<file path="src/rtl/ddr3_ref_arb.sv">
// DDR3 command arbiter: configurator, refresh and controller FSM onto one DDL channel.
// Refreshes are counted, postponed up to REF_POSTPONE and drained back to back.
module ddr3_ref_arb #(
  parameter int          DDR_ROW_BITS = 13,
  parameter int          REF_LAZY     = 4,
  parameter int          REF_POSTPONE = 8,
  parameter logic [2:0]  CMD_REFR     = 3'b001,
  parameter logic [2:0]  CMD_NOOP     = 3'b111
) (
  input  logic                    clock,
  input  logic                    reset,
  input  logic                    cfg_run_i,
  input  logic                    cfg_req_i,
  output logic                    cfg_rdy_o,
  input  logic [2:0]              cfg_cmd_i,
  input  logic [2:0]              cfg_ba_i,
  input  logic [DDR_ROW_BITS-1:0] cfg_adr_i,
  input  logic                    cfg_ref_i,
  input  logic                    fsm_req_i,
  output logic                    fsm_rdy_o,
  input  logic [2:0]              fsm_cmd_i,
  input  logic [2:0]              fsm_ba_i,
  input  logic [DDR_ROW_BITS-1:0] fsm_adr_i,
  input  logic                    fsm_idle_i,
  output logic                    ctl_req_o,
  input  logic                    ctl_rdy_i,
  output logic [2:0]              ctl_cmd_o,
  output logic [2:0]              ctl_ba_o,
  output logic [DDR_ROW_BITS-1:0] ctl_adr_o,
  output logic                    ref_pend_o,
  output logic                    ref_urgent_o,
  output logic [3:0]              ref_cnt_o,
  output logic                    ref_err_o
);

  localparam logic [3:0] LAZY = 4'(REF_LAZY);
  localparam logic [3:0] POST = 4'(REF_POSTPONE);
  localparam logic [3:0] CMAX = 4'(REF_POSTPONE + 1);

  typedef enum logic [1:0] {
    ST_INIT,
    ST_FSM,
    ST_REFR
  } state_t;

  state_t     r_state;
  state_t     w_state_nxt;
  logic [3:0] r_cnt;
  logic       r_err;
  logic       r_busy;
  logic [3:0] w_cnt_nxt;
  logic       w_err_set;
  logic       w_tick;
  logic       w_ref_hs;
  logic       w_block;
  logic       w_busy;

  assign ref_cnt_o    = r_cnt;
  assign ref_err_o    = r_err;
  assign ref_pend_o   = (r_cnt >= LAZY);
  assign ref_urgent_o = (r_cnt >= POST);

  // Only block once any FSM command already on the channel has been taken.
  assign w_block  = ref_urgent_o & ~r_busy;
  assign w_tick   = cfg_ref_i & (r_state != ST_INIT);
  assign w_ref_hs = (r_state == ST_REFR) & ctl_rdy_i;

  always_comb begin
    w_cnt_nxt = r_cnt;
    w_err_set = 1'b0;
    if (w_tick && !w_ref_hs) begin
      if (r_cnt >= CMAX) w_err_set = 1'b1;
      else               w_cnt_nxt = r_cnt + 4'd1;
    end else if (w_ref_hs && !w_tick && r_cnt != 4'd0) begin
      w_cnt_nxt = r_cnt - 4'd1;
    end
  end

  always_comb begin
    ctl_req_o   = cfg_req_i;
    ctl_cmd_o   = cfg_cmd_i;
    ctl_ba_o    = cfg_ba_i;
    ctl_adr_o   = cfg_adr_i;
    cfg_rdy_o   = 1'b0;
    fsm_rdy_o   = 1'b0;
    w_busy      = 1'b0;
    w_state_nxt = r_state;
    unique case (r_state)
      ST_INIT: begin
        cfg_rdy_o = ctl_rdy_i;
      end
      ST_FSM: begin
        ctl_req_o = fsm_req_i & ~w_block;
        ctl_cmd_o = w_block ? CMD_NOOP : fsm_cmd_i;
        ctl_ba_o  = fsm_ba_i;
        ctl_adr_o = fsm_adr_i;
        fsm_rdy_o = ctl_rdy_i & ~w_block;
      end
      ST_REFR: begin
        ctl_req_o = 1'b1;
        ctl_cmd_o = CMD_REFR;
        ctl_ba_o  = '0;
        ctl_adr_o = '0;
      end
      default: ;
    endcase
    w_busy = ctl_req_o & ~ctl_rdy_i;
    if (!cfg_run_i) begin
      if (!w_busy) w_state_nxt = ST_INIT;
    end else begin
      unique case (r_state)
        ST_INIT: if (!w_busy) w_state_nxt = ST_FSM;
        ST_FSM:
          if (ref_pend_o && fsm_idle_i && !fsm_req_i && !w_busy)
            w_state_nxt = ST_REFR;
        ST_REFR:
          if (w_ref_hs && w_cnt_nxt == 4'd0) w_state_nxt = ST_FSM;
        default: w_state_nxt = ST_INIT;
      endcase
    end
  end

  always_ff @(posedge clock) begin
    if (reset) begin
      r_state <= ST_INIT;
      r_cnt   <= 4'd0;
      r_err   <= 1'b0;
      r_busy  <= 1'b0;
    end else begin
      r_state <= w_state_nxt;
      r_busy  <= w_busy;
      r_err   <= r_err | w_err_set;
      if (r_state == ST_INIT || w_state_nxt == ST_INIT) r_cnt <= 4'd0;
      else                                              r_cnt <= w_cnt_nxt;
    end
  end

endmodule

</file>
<file path="config.mk">
export PLATFORM = sky130hd
export DESIGN_NAME = ddr3_ref_arb
export DESIGN_NICKNAME = d
export VERILOG_FILES = /design/src/rtl/ddr3_ref_arb.sv
export SDC_FILE = /design/constraint.sdc
export NUM_CORES = 1
export LEC_CHECK = 0
export ABC_AREA = 1
export CORE_MARGIN = 2
export CORE_UTILIZATION = 34
export DETAILED_ROUTE_END_ITERATION = 8
export PLACE_DENSITY = 0.79
export SLEW_MARGIN = 20
export SYNTH_ARGS = -nofsm -noshare
export SYNTH_HDL_FRONTEND = slang
export SYNTH_SLANG_ARGS = --single-unit
export TNS_END_PERCENT = 20
</file>
<file path="constraint.sdc">
create_clock -name clock -period 2.3 [get_ports clock]
set_input_delay 0.23 -clock clock [delete_from_list [all_inputs] [get_ports clock]]
set_output_delay 0.23 -clock clock [all_outputs]
set_load 0.005 [all_outputs]
</file>
======== After elaboration in Yosys (flattened, before gate mapping) ========
Cells that the tools add are included.
storage, ports and cells
  flip-flop bits (word level) ............. 8
  input port bits ......................... 46
  output and inout bits ................... 29
  logic and storage cells ................. 57
cells by class
  $add $sub $neg .......................... 2
  order comparisons ....................... 3
  equal/unequal tests ..................... 2
  multiplexer cells ....................... 18
  bitwise gates (word level) .............. 10
  reductions and logical operators ........ 18
operators by type and width
  operator               number
  $pmux W13 S2           1
  $mux W4                3
  $pmux W3 S2            2
  $mux W2                5
  $ge A4 B4 Y1 const B   2
  $logic_and A1 B1 Y1    7
  $and A1 B1 Y1          6
  $pmux W2 S3            1
  $add A4 B1 Y4 const B  1
  $ge A4 B3 Y1 const B   1
  $logic_not A1 Y1       4
  $logic_not A2 Y1       2
  $logic_not A4 Y1       1
  $mux W1                4
  $reduce_bool A4 Y1     1
  $sub A4 B1 Y4 const B  1
  $mux W3                1
  $not A1 Y1             3
  $eq A2 B1 Y1 const B   1
  $eq A2 B2 Y1 const B   1
  $pmux W1 S2            1
  $reduce_bool A2 Y1     1
  $reduce_or A2 Y1       1
  $logic_or A1 B1 Y1     1
  $or A1 B1 Y1           1

======== Longest topological paths before layout ========
  word-level depth ........................ 15
  gate-level depth with buffers ........... 19
  mapped depth without buffers ............ 19

======== Worst setup path after synthesis ========
Ideal clock, no wire load.
  kind .................................... register to register
  from .................................... register r_state[1]
  to ...................................... register r_cnt[3], in the netlist ref_cnt_o[3]
  library setup time ...................... 0.118 ns
  data arrival time ....................... 1.856 ns
  required time ........................... 2.182 ns
  setup slack ............................. 0.325 ns
  stages on the path, launching flop included .. 15
  path buffers ............................ 1
  period minus slack after synthesis ...... 1.975 ns
  cells stage by stage .................... dfxtp_1 > inv_1 > ha_1 > buf_2 > nor2_1 > a21oi_2 > nand2_2 > nand3_1 > nand2_1 > a21oi_1 > nand2_1 > a21oi_1 > nand2_1 > nand2_2 > nor2_1
on the way
  elaborated cells on any way between the ends .. 28
  those cells by class .................... eq/ne: 2; mux: 9; bitwise: 3; reduce/logical: 14
RTL lines
  element                                       line  text
  from (decl)                                   46    state_t r_state;
  from (signal assigned)                        130   r_state <= w_state_nxt;
  $eq A2 B2 Y1 or $eq A2 B1 Y1 (tied branches)  88    unique case (r_state)
  $pmux W1 S2 (*)                               88
  named net ctl_req_o                           25    output logic ctl_req_o,
  $and A1 B1 Y1 (*)                             107   w_busy = ctl_req_o & ~ctl_rdy_i;
  $logic_not A1 Y1                              114   if (ref_pend_o && fsm_idle_i && !fsm_req_i && !w_busy)
  $logic_and A1 B1 Y1                           114
  $mux W2                                       114
  $pmux W2 S3                                   111   unique case (r_state)
  $mux W2 (*)                                   108   if (!cfg_run_i) begin
  $logic_not A2 Y1 (*)                          133   if (r_state == ST_INIT || w_state_nxt == ST_INIT) r_cnt <= 4'd0;
  $logic_or A1 B1 Y1 (*)                        133
  $reduce_or A2 Y1 (no line) (*)                --
  to (signal assigned)                          134   else r_cnt <= w_cnt_nxt;
  to (decl)                                     48    logic [3:0] r_cnt;
Mark *: on every way through the listed nets, which the timed path passes. The rest lies on a longest branch.
A chain may end at the register's enable or synchronous reset.

======== Final worst setup path ========
  from .................................... register r_state[1]
  to ...................................... output ctl_adr_o[1]
on the way
  cells in the longest elaborated chain, start to end .. 2
  elaborated cells on any way between the ends .. 3
  those cells by class .................... eq/ne: 2; mux: 1
RTL lines
  element                                       line  text
  $eq A2 B2 Y1 or $eq A2 B1 Y1 (tied branches)  88
  $pmux W13 S2 (*)                              88
  to (decl)                                     29    output logic [DDR_ROW_BITS-1:0] ctl_adr_o,
Mark *: on every way between the ends. The rest lies on a longest branch, timed or not.

==> reports/results.ini <==
[die]
core_area_mm2=0.00281
start_util_pct=36.6
io_pins=75
die_w_um=59.0
die_h_um=59.0
die-area_mm2=0.00348
fp-row-count=19

[cts]
cts_made_buffers=3
hold_buffers=0
cts_max_path_buffers=2
cts_setup_buffers=0
h-tree-depth=1
cts_tree=done
clkLatencyLatePin_ns=0.24
clk_pin_slew_ns=0.05
cts_resized=1
cts.sinks=8
root_buffer=clkbuf_4

[timing]
final.min_clock_period_ns=2.10
setup_violations=0
finalClockSkew_ns=0.00111
fmaxAchievable_mhz=475
finalHoldViolations=0
tightest_slew_ns=0.364
rsz0062_at_grt=no
finalSetupTns_ns=0
drv_slew=0
relSlewSlack_pct=75.7
fin_crit_sh_pct=91.5

[yosys]
ys_seq_area_share_pct=15.6
synth_top_area_share_pct=25.9
postSynthAreaPerCell_um2=5.35
netlist_instances=192
yosysUniqueCellTypes=22
synth_flop_cell=dfxtp_1
synth_edf_count=0
synth-seq-cells=8
synthTopCellsByArea=nand2_1 26%, dfxtp_1 16%, nand3_1 15%
synth_commonest_cells=71 x nand2_1, 30 x nand3_1, 23 x nor2_1
yosys.area.top_type=nand2_1
yosys_warnings=0
syn-cell-area_mm2=0.00103
synth_most_common_cell=nand2_1
async_flop_share_pct=0
syn-num-nets=245

[power_and_ir_drop]
p_leak_nw=0.893
power.total_uw=490
peakVddDrop_v=0.000349
p_per_area_mw_per_mm2=263

[placement]
port_buffers=74
routabilityCongestion=0.806
dp_hpwl_um=2740
dp.cells=296

[worst_setup_path]
worstPathArrival_ns=1.87
cp_top_family=buffers and inverters
critical_path_class=register to primary output
slowest_stage=clkdlybuf4s50_1
start_kind=register
path_buf_inv=3
slowest_delay_ns=0.51
cp_cell_sequence=inv_2 -> ha_2 -> buf_4 -> nand3_1 -> nand2_1 -> clkdlybuf4s50_1
worst_ep_required_time_ns=2.07
critPathCaptureType=primary output
path_max_fanout=16

[detailed_routing]
vias_per_cell=4.71
ant_nets=0
vias=1407
drt-met1-wl_um=1580
topRoutingLayerUsed=met4
wl_met3_um=152
wl_um=3380
detail_route.iter0.violations=59
wl_met2_um=1640
drc=3
first_pass_iters=6
wl_per_cell_um=11.3

[cells_and_area]
diodes=0
multi_input_area_um2=769
utilization_pct=66.5
fin_cells=299
syn2layout_area_growth_pct=81.6
layout-drive-gt1-share_pct=11.6
regArea_um2=163
num-fill-cells=268
nets=323

[outcome]
failed_checks=DRC
status=finished with violations

[hold_path]
hp-class=register to register

[global_routing]
grt_max_degree=19
grtUsageTotal_pct=18.0
grt-ovfl-total=0
antenna_found_initial=0
grt_pass1_vias=1131
grt_pass1_wl_um=4980

[run]
maxCapViolations=0

==> cell families (layout without fill, tap and decap cells) <==
| group | after synthesis | count (layout) | synth area share (%) |
|---|---|---|---|
| AO/OA/AOI/OAI | 13 | 13 | 6.82 |
| adder cells (fa/ha/maj) | 7 | 7 | 8.53 |
| buffers and inverters | 29 | 105 | 11.4 |
| flip-flops | 8 | 8 | 15.6 |
| AND/OR/NAND/NOR | 135 | 135 | 57.6 |
==> report_power, final <==
| group | switching, mW | internal, mW |
|---|---|---|
| Combinational | 0.0888 | 0.155 |
| Clock | 0.0444 | 0.0595 |
| Sequential | 0.00143 | 0.141 |
==> worst reg2reg max path, delay by kind of cell, from the launching register on <==
kind,cells,cell delay [ns]
buf+inv,3,0.24
compound gates,2,0.34
fa+ha+maj,1,0.23
simple gates,10,0.84
flops,1,0.35
==> through the flow <==
stage               hold slack [ns]  cell area [um2]  setup WS [ns]
floorplan                     0.299             1030          0.325
global placement              0.440             1820          0.103
detailed placement            0.445             1820         0.0997
CTS                           0.452             1840         0.0218
global route                  0.505             1870         0.0162
finish                        0.453             1870          0.195
==> state kept, by name, indices dropped and copies added, names as in the netlist <==
name       count
r_busy         1
r_state        2
ref_cnt_o      4
ref_err_o      1
==> per-layer routing <==
metal / vias up / track usage [%]
met5: - / 0
met4: 0 / 2.92
met3: 2 / 1.98
met2: 45 / 29.2
met1: 605 / 25.9
li1: 755 / -
==> path summary, 6_finish.rpt <==
path / start / end / slack (ns) / cells after the start
setup / recovery: r_state[1]$_SDFF_PP0_ / ctl_adr_o[1] / 0.20 / 6
hold / removal: ref_err_o$_SDFF_PP0_ / ref_err_o$_SDFF_PP0_ / 0.45 / 2
setup reg to reg: r_state[0]$_SDFF_PP0_ / ref_cnt_o[3]$_SDFF_PP0_ / 0.21 / 16
hold reg to reg: ref_err_o$_SDFF_PP0_ / ref_err_o$_SDFF_PP0_ / 0.45 / 2
==> cell usage in the layout, fill, tap and decap left out, types with 3 or more instances in the layout <==
master and n:
nand2_2 4, o21ai_0 3, buf_4 5, dfxtp_1 6, inv_1 16, clkbuf_4 3
nor2_1 23, clkdlybuf4s50_1 74, ha_1 4, inv_2 6, a21oi_1 8, nand2_1 70
nand3_1 30
==> cell type report <==
| type | instances | share of cell area (%) |
|---|---|---|
| Clock buffer | 3 | 1.21 |
| Inverter | 22 | 4.43 |
| Multi-Input combinational cell | 155 | 41.2 |
| Sequential cell | 8 | 8.72 |
| Tap cell | 31 | 2.08 |
| Timing Repair Buffer | 80 | 42.3 |
Note: power is estimated with default switching activity, not from simulation.
